<file path="config.mk">
export PLATFORM = sky130hd
export DESIGN_NAME = uart_tx
export DESIGN_NICKNAME = d
export VERILOG_FILES = /design/src/rtl/uart_pkg.sv /design/src/rtl/uart_tx_edge_cnt.sv /design/src/rtl/uart_tx.sv
export SDC_FILE = /design/constraint.sdc
export NUM_CORES = 1
export LEC_CHECK = 0
export ABC_AREA = 0
export BUFFER_PORTS_ARGS = -buffer_cell sky130_fd_sc_hd__buf_4
export CORE_MARGIN = 2
export CORE_UTILIZATION = 58
export DETAILED_ROUTE_END_ITERATION = 10
export PLACE_DENSITY = 0.81
export SYNTH_ARGS = -nofsm -noshare
export SYNTH_HDL_FRONTEND = slang
export SYNTH_HIERARCHICAL = 1
export SYNTH_SLANG_ARGS = --single-unit
export TNS_END_PERCENT = 30
</file>
<file path="constraint.sdc">
create_clock -name CLK -period 4.75 [get_ports CLK]
set_input_delay 0.95 -clock CLK [delete_from_list [all_inputs] [get_ports CLK]]
set_output_delay 0.95 -clock CLK [all_outputs]
set_load 0.02 [all_outputs]
</file>
<file path="src/rtl/uart_pkg.sv">
// Shared UART definitions: FSM state encodings, parity types and
// prescale limits, used by both the transmitter and receiver.
package uart_pkg;

    // Frame-level FSM states; the encodings are shared with the receiver.
    typedef enum logic [2:0] {
        IDLE   = 3'd0,
        START  = 3'd1,
        DATA   = 3'd2,
        PARITY = 3'd3,
        STOP   = 3'd4
    } uart_state_e;

    // Parity type selector values
    localparam logic EVEN = 1'b0;
    localparam logic ODD  = 1'b1;

    // Smallest bit period honoured; shorter requests are stretched to this.
    localparam int MIN_PRESCALE = 4;

    // Line levels
    localparam logic LINE_IDLE  = 1'b1;
    localparam logic LINE_START = 1'b0;
    localparam logic LINE_STOP  = 1'b1;

endpackage

</file>
<file path="src/rtl/uart_tx_edge_cnt.sv">
// Bit timing for the transmitter: counts CLK edges within a bit and
// bits within a frame. Held at zero while disabled.
module uart_tx_edge_cnt #(
    parameter int PRESCALE_WIDTH = 6,
    parameter int BIT_CNT_WIDTH  = 4
) (
    input  logic                      CLK,
    input  logic                      RST,
    input  logic                      enable,
    input  logic [PRESCALE_WIDTH-1:0] prescale,
    output logic [PRESCALE_WIDTH-1:0] edge_cnt,
    output logic [BIT_CNT_WIDTH-1:0]  bit_cnt,
    output logic                      bit_done
);

    // Last cycle of the current bit period
    assign bit_done = enable && (edge_cnt == (prescale - PRESCALE_WIDTH'(1)));

    // Edge counter wraps each bit period; bit counter advances on the wrap
    always_ff @(posedge CLK) begin
        if (RST || !enable) begin
            edge_cnt <= '0;
            bit_cnt  <= '0;
        end else if (bit_done) begin
            edge_cnt <= '0;
            bit_cnt  <= bit_cnt + BIT_CNT_WIDTH'(1);
        end else begin
            edge_cnt <= edge_cnt + PRESCALE_WIDTH'(1);
        end
    end

endmodule

</file>
<file path="src/rtl/uart_tx.sv">
// UART transmitter: start bit, DATA_WIDTH data bits LSB first, optional
// parity, one stop bit. Request fields are latched on acceptance so the
// whole frame is immune to input changes while Busy.
module uart_tx
    import uart_pkg::*;
#(
    parameter int DATA_WIDTH     = 8,
    parameter int PRESCALE_WIDTH = 6
) (
    input  logic                      CLK,
    input  logic                      RST,
    input  logic [DATA_WIDTH-1:0]     P_DATA,
    input  logic                      DATA_VALID,
    input  logic                      PAR_EN,
    input  logic                      PAR_TYP,
    input  logic [PRESCALE_WIDTH-1:0] prescale,
    output logic                      TX_OUT,
    output logic                      Busy
);

    // Counts frame bits 0..DATA_WIDTH+2 plus the wrap at the end of stop
    localparam int BIT_CNT_WIDTH = $clog2(DATA_WIDTH + 4);

    uart_state_e               state;
    logic [DATA_WIDTH-1:0]     data_q;
    logic [DATA_WIDTH-1:0]     shreg;
    logic                      par_en_q;
    logic                      par_typ_q;
    logic [PRESCALE_WIDTH-1:0] ps_q;
    logic                      tx_q;
    logic                      busy_q;

    logic                      cnt_en;
    logic [PRESCALE_WIDTH-1:0] edge_cnt;
    logic [BIT_CNT_WIDTH-1:0]  bit_cnt;
    logic                      bit_done;
    logic                      last_data;
    logic                      par_bit;
    logic [PRESCALE_WIDTH-1:0] ps_clamped;

    // Counters run for every non-idle state; IDLE clears them so the
    // first START cycle always begins a fresh bit period.
    assign cnt_en = (state != IDLE);

    uart_tx_edge_cnt #(
        .PRESCALE_WIDTH (PRESCALE_WIDTH),
        .BIT_CNT_WIDTH  (BIT_CNT_WIDTH)
    ) u_edge_cnt (
        .CLK      (CLK),
        .RST      (RST),
        .enable   (cnt_en),
        .prescale (ps_q),
        .edge_cnt (edge_cnt),
        .bit_cnt  (bit_cnt),
        .bit_done (bit_done)
    );

    // Frame bit 0 is start, bits 1..DATA_WIDTH are data
    assign last_data = (bit_cnt == BIT_CNT_WIDTH'(DATA_WIDTH));

    // Odd parity is the inverse of even parity over the latched byte
    assign par_bit = (^data_q) ^ (par_typ_q == ODD);

    // Very short bit periods are stretched to the minimum supported
    assign ps_clamped = (prescale < PRESCALE_WIDTH'(MIN_PRESCALE))
                      ? PRESCALE_WIDTH'(MIN_PRESCALE) : prescale;

    // Frame FSM with registered line and busy outputs. The next line
    // level is loaded on the same edge the state advances, so TX_OUT
    // changes exactly at each bit boundary.
    always_ff @(posedge CLK) begin
        if (RST) begin
            state     <= IDLE;
            data_q    <= '0;
            shreg     <= '0;
            par_en_q  <= 1'b0;
            par_typ_q <= EVEN;
            ps_q      <= '0;
            tx_q      <= LINE_IDLE;
            busy_q    <= 1'b0;
        end else begin
            case (state)
                IDLE: begin
                    if (DATA_VALID) begin
                        data_q    <= P_DATA;
                        shreg     <= P_DATA;
                        par_en_q  <= PAR_EN;
                        par_typ_q <= PAR_TYP;
                        ps_q      <= ps_clamped;
                        tx_q      <= LINE_START;
                        busy_q    <= 1'b1;
                        state     <= START;
                    end else begin
                        tx_q      <= LINE_IDLE;
                        busy_q    <= 1'b0;
                    end
                end
                START: begin
                    if (bit_done) begin
                        tx_q  <= shreg[0];
                        shreg <= shreg >> 1;
                        state <= DATA;
                    end
                end
                DATA: begin
                    if (bit_done) begin
                        if (!last_data) begin
                            tx_q  <= shreg[0];
                            shreg <= shreg >> 1;
                        end else if (par_en_q) begin
                            tx_q  <= par_bit;
                            state <= PARITY;
                        end else begin
                            tx_q  <= LINE_STOP;
                            state <= STOP;
                        end
                    end
                end
                PARITY: begin
                    if (bit_done) begin
                        tx_q  <= LINE_STOP;
                        state <= STOP;
                    end
                end
                STOP: begin
                    if (bit_done) begin
                        tx_q   <= LINE_IDLE;
                        busy_q <= 1'b0;
                        state  <= IDLE;
                    end
                end
                default: begin
                    tx_q   <= LINE_IDLE;
                    busy_q <= 1'b0;
                    state  <= IDLE;
                end
            endcase
        end
    end

    // The edge counter must never run past the latched bit period
    a_edge_in_range: assert property (@(posedge CLK) disable iff (RST)
        (state == IDLE) || (edge_cnt < ps_q));

    assign TX_OUT = tx_q;
    assign Busy   = busy_q;

endmodule

</file>
# Word-level counts from Yosys, hierarchy flattened
# Index checks and enable logic that the tools add are counted.
# classes
mux	24
add_sub_neg	3
bitwise_logic	2
n_eq_ne	14
n_lt_le_gt_ge	1
reduce_logical	15
# ops
op	n
8-bit two-way mux	4
8-bit case mux with 3 select lines	1
3-bit two-way mux	7
3-bit case mux with 5 select lines	1
2-bit != test, second input constant	7
1-bit two-way mux	8
8-bit parity	1
6-bit by 1-bit adder with 6-bit output, second input constant	1
3-bit by 2-bit == test with 1-bit output, second input constant	2
6-bit == test	1
6-bit by 3-bit < comparator with 1-bit output, second input constant	1
6-bit two-way mux	1
6-bit AND reduction	1
3-bit nonzero test	2
6-bit by 1-bit subtractor with 6-bit output, second input constant	1
5-bit AND reduction	1
4-bit by 1-bit adder with 4-bit output, second input constant	1
4-bit == test, second input constant	1
1-bit case mux with 4 select lines	1
2-bit AND reduction	2
2-bit OR reduction	2
3-bit by 1-bit == test with 1-bit output, second input constant	1
3-bit == test, second input constant	1
3-bit zero test	1
other kinds (9)	9
# totals
inputBits	19
out_inout_bits	2
wordCells	69
reg_bits	39

# Logic depth before layout (Yosys ltp)
# Gate-level depths: netlist of the first run.
# logic_depth
depth_word	6
ltp_mapped	13
ltp_nobuf	11

# By module
# The synthesis of the first run kept the hierarchy.
# by_module_without_submodules
mod	cells_each	instances	area_each_um2
uart_tx	170	1	1412.6
uart_tx_edge_cnt	72	1	631.9

# Least setup slack after synthesis of the first run
# OpenSTA, ideal clock, no wires.
# synth_timing
path_kind	reg2reg
startpoint	register ps_q[0]
endpoint	register tx_q, in the netlist TX_OUT
t_arrival_ps	2507
t_required_ps	4623
stages_incl_launch_ff	13
path_slack_ps	2116
path_cell_list	dfxtp_1 inv_1 ha_1 nor2b_1 or3_1 a31oi_2 and2_1 buf_6 clkbuf_1 mux2i_1 o21ai_0 a32oi_1 or3_1
# synth_via
elab_chain_len	5
# synth_rtl
item	line_no	text
start: declaration	uart_tx.sv:29	logic [PRESCALE_WIDTH-1:0] ps_q;
start signal: assignment	uart_tx.sv:89	ps_q <= ps_clamped;
6-bit by 1-bit subtractor with 6-bit output (*)	uart_tx_edge_cnt.sv:17	assign bit_done = enable && (edge_cnt == (prescale - PRESCALE_WIDTH'(1)));
6-bit == test (*)	uart_tx_edge_cnt.sv:17	
1-bit logical AND (*)	uart_tx_edge_cnt.sv:17	
net bit_done	uart_tx.sv:36	logic bit_done;
2-bit by 1-bit != test with 1-bit output (no source line) or 2-bit != test (tied branches)	--	
3-bit AND reduction (no source line) (*)	--	
end signal: assignment	uart_tx.sv:100	tx_q <= shreg[0];
end signal: assignment	uart_tx.sv:108	tx_q <= shreg[0];
end signal: assignment	uart_tx.sv:111	tx_q <= par_bit;
end: declaration	uart_tx.sv:30	logic tx_q;
# Mark *: on every way through the listed nets, which the timed path passes. The rest lies on a longest branch.
# A chain may end at the register's enable or synchronous reset.

# Worst setup path in the final report of the first run
# layout_timing
startpoint	register ps_q[0]
endpoint	register shreg[3]
# layout_via
elab_chain_len	5
# layout_rtl
item	line_no	text
6-bit by 1-bit subtractor with 6-bit output (*)	uart_tx_edge_cnt.sv:17	
6-bit == test (*)	uart_tx_edge_cnt.sv:17	
1-bit logical AND (*)	uart_tx_edge_cnt.sv:17	
net bit_done	uart_tx.sv:36	
2-bit != test (no source line)	--	
5-bit AND reduction (no source line) (*)	--	
end signal: assignment	uart_tx.sv:101	shreg <= shreg >> 1;
end signal: assignment	uart_tx.sv:109	shreg <= shreg >> 1;
end: declaration	uart_tx.sv:26	logic [DATA_WIDTH-1:0] shreg;
# Marks and branches as above.

==> flow_summary.toml, run 1 <==
[power_and_ir_drop]
leakagePower_nw = 0.850
cellPowerDensity_mw_per_mm2 = 351
ir_worst_vdd_v = 0.000249

[clock_network]
numClockSinks = 39
worstSkewPairLatency_ns = 0.35
clk_pin_slew_ns = 0.13
htreeDepth = 2
cts_resized = 0
root_buffer = "clkbuf_4"
post_cts_buffers = 0
clock_path_buffers = 2
cts_made_buffers = 5
ctsHoldBuffers = 0
cts_tree = "done"

[critical_path]
cp-start-kind = "register"
criticalPathCategory = "register to register"
cp-end-kind = "register"
crit_required_ns = 5.01
reg2regPathDepth = 10
cp_max_fo = 21
arrival_ns = 3.37

[floorplanning]
start_util = 0.608
die_h_um = 63.4
die_area_mm2 = 0.00402
core_mm2 = 0.00336
num_rows = 21
io_pins = 21
die_w_um = 63.4

[placed_design]
hpwl_mm = 2.73
port-buffer-count = 20
gp_congestion = 0.774

[drt]
vias_per_cell = 5.62
wl_mm = 3.83
dr.pass1.iters = 4
wl_per_cell_um = 12.7
drt_iter0_drc = 90
vias = 1696
route.detailed.drc = 0
ant_nets = 0

[final_layout]
fillCellCount = 302
fin_nets = 277
final_cell_mix = "dfxtp_1, nand2_1, a21oi_1"
n_antenna_cell = 0
drive_gt1_frac = 0.145
area_delta_synth_final_pct = 9.61

[run_status]
status = "completed"

[sta]
fin_crit_ns = 3.11
hold_viol = 0
rsz0062_at_grt = "no"
holdWs_ns = 0.474
fmax_mhz = 321
post-route-period-util = 0.656
setup_viol = 0
setup_tns_ns = 0
drv_slew = 0
tightest_slew_ns = 0.693
slew_headroom = 0.538
skew_ns = 0.00839

[synth]
synth-seq-cells = 39
ys_types = 46
synth_ff_type = "dfxtp_1"
syn_area_per_cell_um2 = 8.45
synth_area_mm2 = 0.00204
syn_nets = 264
yosysSeqAreaShare = 0.382
synth-edff-count = 0
synthCells = 242
async_flop_share = 0
yosysWarnings = 6

[global_route]
grt_overflow = 0
grt_max_degree = 32
grt_pass1_vias = 1514
grt_pass1_wl_mm = 6.84
grt_usage = 0.217
antenna_found_initial = 0

[run]
drv_cap = 0

[worst_hold_path]
hp-class = "register to register"
min_path_cells = 2
cells by family (layout without fill, tap and decap cells):
family                     Yosys count  after routing  synth area share
adders and majority gates            3              3            0.0184
AOI/OAI and AO/OA                   50             50             0.160
DFF                                 39             39             0.382
and+or+nand+nor                    101            101             0.256
muxes                               11             11            0.0539
buffers and inverters               20             34            0.0465
xor gates and xnor gates            18             18            0.0838
cell usage after synthesis, drive strengths merged (2+ instances only):
cell type	count	area share
a211oi	8	0.029
a21oi	23	0.056
a311oi	2	0.0086
a31oi	5	0.026
and2	2	0.0061
buf	7	0.023
clkbuf	7	0.013
dfxtp	39	0.38
ha	3	0.018
inv	6	0.011
mux2i	11	0.054
nand2	39	0.072
nand2b	4	0.012
nand3	7	0.017
nand3b	2	0.0073
nand4b	2	0.012
nor2	19	0.036
nor2b	5	0.015
nor3	8	0.020
nor4b	2	0.016
o21ai	6	0.015
or3	3	0.0092
xnor2	11	0.047
xor2	6	0.026
metal layers:
layer	vias up	GRT usage	wire (um)
met4	0	0.0734	36
met3	4	0.0589	175
met5	-	0	0
met1	778	0.286	1860
met2	41	0.342	1770
li1	873	-	-
critical path, cell delays in order, from the launching register on:
cell and delay [ns]:
dfxtp_1 0.44, inv_1 0.07, ha_1 0.23, nor2b_1 0.13, or3_1 0.36, a31oi_2 0.23
and2_1 0.61, nand2_1 0.19, a31oi_4 0.42, nor2_1 0.07, a211oi_1 0.25
per-stage QoR:
step                total power [mW]  area [um2]   util  worst slack, ns  std cells
global route                   0.841        2240  0.666             1.28        302
finish                         0.787        2240  0.666             1.64        302
floorplan                      0.569        2040      -             2.12        242
global placement               0.608        2180  0.648             1.82        294
CTS                            0.792        2240  0.666             1.61        302
detailed placement             0.614        2180  0.648             1.66        294
sequential cells by signal, indices dropped and copies added, names as in the netlist:
name,count
ps_q,6
par_typ_q,1
u_edge_cnt/bit_cnt,4
TX_OUT,1
par_en_q,1
shreg,8
state,3
data_q,8
u_edge_cnt/edge_cnt,6
Busy,1
cell type report:
cell class              instances  area [um2]  share of cell area
flip-flops and latches         39         781               0.348
inverters                       6        22.5              0.0101
multi-input cells             183        1170               0.521
clock buffers                   5        37.5              0.0168
repair buffers                 20         150              0.0670
clock inverters                 3        23.8              0.0106
well taps                      46        57.6              0.0257
power by group:
group          switching [mW]  internal (mW)
clock                   0.123         0.0593
sequential             0.0343          0.358
combinational           0.112          0.101
total                   0.269          0.519
path summary, 6_finish.rpt:
check             startpoint   endpoint  slack, ns
setup / recovery     ps_q[0]   shreg[3]       1.64
hold / removal     data_q[3]  data_q[3]       0.47
setup reg to reg     ps_q[0]   shreg[3]       1.64
hold reg to reg    data_q[3]  data_q[3]       0.47
(Power assumes the default switching activity.)
==> inputs of run 2 (changes only) <==
Settings changed: CORE_UTILIZATION 58 to 52, PLACE_DENSITY 0.81 to 0.77.
Clock period 4.75 ns to 2.7 ns, I/O delays scaled along.
==> flow_summary.toml, run 2 (same netlist as run 1, synthesis figures left out) <==
[run_status]
status = "completed"

[critical_path]
criticalPathCategory = "register to register"
critPathLaunch = "ps_q[1]"
cp-start-kind = "register"
slowest_delay_ns = 0.39
cp-end-kind = "register"
crit_chain = "inv_1 > ha_1 > xor2_1 > nand3_1 > nor4b_4 > and2_4 > buf_4 > nand3b_1 > o21ai_0 > a32oi_1 > or3_1"
crit_slowest_cell = "dfxtp_1"
arrival_ns = 2.62
cp_top_family = "simple AND/OR/NAND/NOR gates"
crit_required_ns = 2.87
crit_buf_inv = 2
timing.rr.start = "ps_q[1]"
cp_max_fo = 7

[global_route]
antenna_found_initial = 0
grt_pass1_vias = 1591
grt_overflow = 0
grt_max_degree = 32
grt_pass1_wl_mm = 7.26
grt_usage = 0.213

[sta]
setup_viol = 0
drv_slew = 0
hold_viol = 0
skew_ns = 0.00367
setup_tns_ns = 0
fin_crit_ns = 2.45
slew_headroom = 0.585
fmax_mhz = 408
tightest_slew_ns = 0.622
post-route-period-util = 0.907
rsz0062_at_grt = "no"

[clock_network]
cts_made_buffers = 5
worstSkewPairLatency_ns = 0.28
numClockSinks = 39
cts_tree = "done"
htreeDepth = 2
root_buffer = "clkbuf_8"
ctsHoldBuffers = 0
clk_pin_slew_ns = 0.08
clock_path_buffers = 2

[drt]
dr.pass1.iters = 4
wl_mm = 4.09
wl_per_cell_um = 13.2
vias_per_cell = 5.46
vias = 1693
drt_iter0_drc = 95
route.detailed.drc = 0
ant_nets = 0

[floorplanning]
die_h_um = 66.7
die_area_mm2 = 0.00445
core_mm2 = 0.00372
io_pins = 21
num_rows = 22
die_w_um = 66.7
start_util = 0.550

[final_layout]
area_delta_synth_final_pct = 15.7
final_cell_mix = "nand2_1, dfxtp_1, buf_4"
n_antenna_cell = 0
reg_top3 = "data_q: 8 flops, shreg: 8 flops"
final_cell_area_mm2 = 0.00236
drive_gt1_frac = 0.172
fin_nets = 283
final_common_cell = "nand2_1"

[placed_design]
placed_cell_area_mm2 = 0.00222
gp_congestion = 0.784
hpwl_mm = 2.83
port-buffer-count = 20

[run]
drv_cap = 0

[power_and_ir_drop]
power_mw = 1.58
ir_worst_vdd_v = 0.000399
leakagePower_nw = 0.919
cellPowerDensity_mw_per_mm2 = 666

[worst_hold_path]
worstHoldStart = "data_q[0]"
hp-class = "register to register"
==> run 2: cell count changes in the layout (fill, tap and decap cells not counted), moves of 2 or more <==
| cell | before | now |
|---|---|---|
| clkbuf_4 | 5 | 0 |
| buf_4 | 20 | 25 |
| clkinvlp_4 | 2 | 0 |
| clkbuf_8 | 0 | 5 |
==> run 2: cell type report <==
| class | count | area [um2] |
|---|---|---|
| Clock inverter | 3 | 43.8 |
| Fill cell | 337 | 1350 |
| Timing Repair Buffer | 26 | 208 |
| Multi-Input combinational cell | 183 | 1180 |
| Clock buffer | 5 | 68.8 |
| Tap cell | 48 | 60.1 |
| Inverter | 6 | 22.5 |
| Sequential cell | 39 | 782 |
==> run 2: routing by layer <==
layer	GRT usage	routed length, um	vias up
met5	0	0	-
met4	0.0740	36	0
met3	0.0541	135	4
met2	0.335	1940	33
met1	0.281	1980	775
li1	-	-	881
==> run 2: report_power, final <==
part / internal [mW] / switching (mW) / total [mW] / leakage [nW]
logic: 0.197 / 0.226 / 0.423 / 0.541
registers: 0.630 / 0.0420 / 0.672 / 0.320
clock network: 0.275 / 0.206 / 0.481 / 0.0581
total: 1.10 / 0.473 / 1.58 / 0.919
==> run 2: final timing paths <==
check / endpoint / slack (ns) / cells past startpoint
min: data_q[0] / 0.47 / 2
max: TX_OUT / 0.25 / 11
min reg2reg: data_q[0] / 0.47 / 2
max reg2reg: TX_OUT / 0.25 / 11
==> run 2: tightest hold or removal path, stage by stage (launching register included) <==
cell	delay, ns
dfxtp_1	0.32
nand2_1	0.05
a21oi_1	0.05
==> run 2: stage by stage <==
step / setup slack, ns / util / hold slack, ns / cells
floorplan: 0.0656 / - / 0.448 / 242
global placement: 0.171 / 0.597 / 0.455 / 301
detailed placement: 0.0662 / 0.597 / 0.461 / 301
CTS: 0.0307 / 0.628 / 0.472 / 309
global route: 0.0399 / 0.636 / 0.484 / 310
finish: 0.251 / 0.636 / 0.471 / 310
==> run 2: repair_timing <==
| item | CTS | global route |
|---|---|---|
| gates resized for setup | 0 | 4 |
| endpoints found under the setup margin | 0 | 11 |
| buffers inserted | 0 | 1 |
| hold endpoints to repair | 0 | 0 |
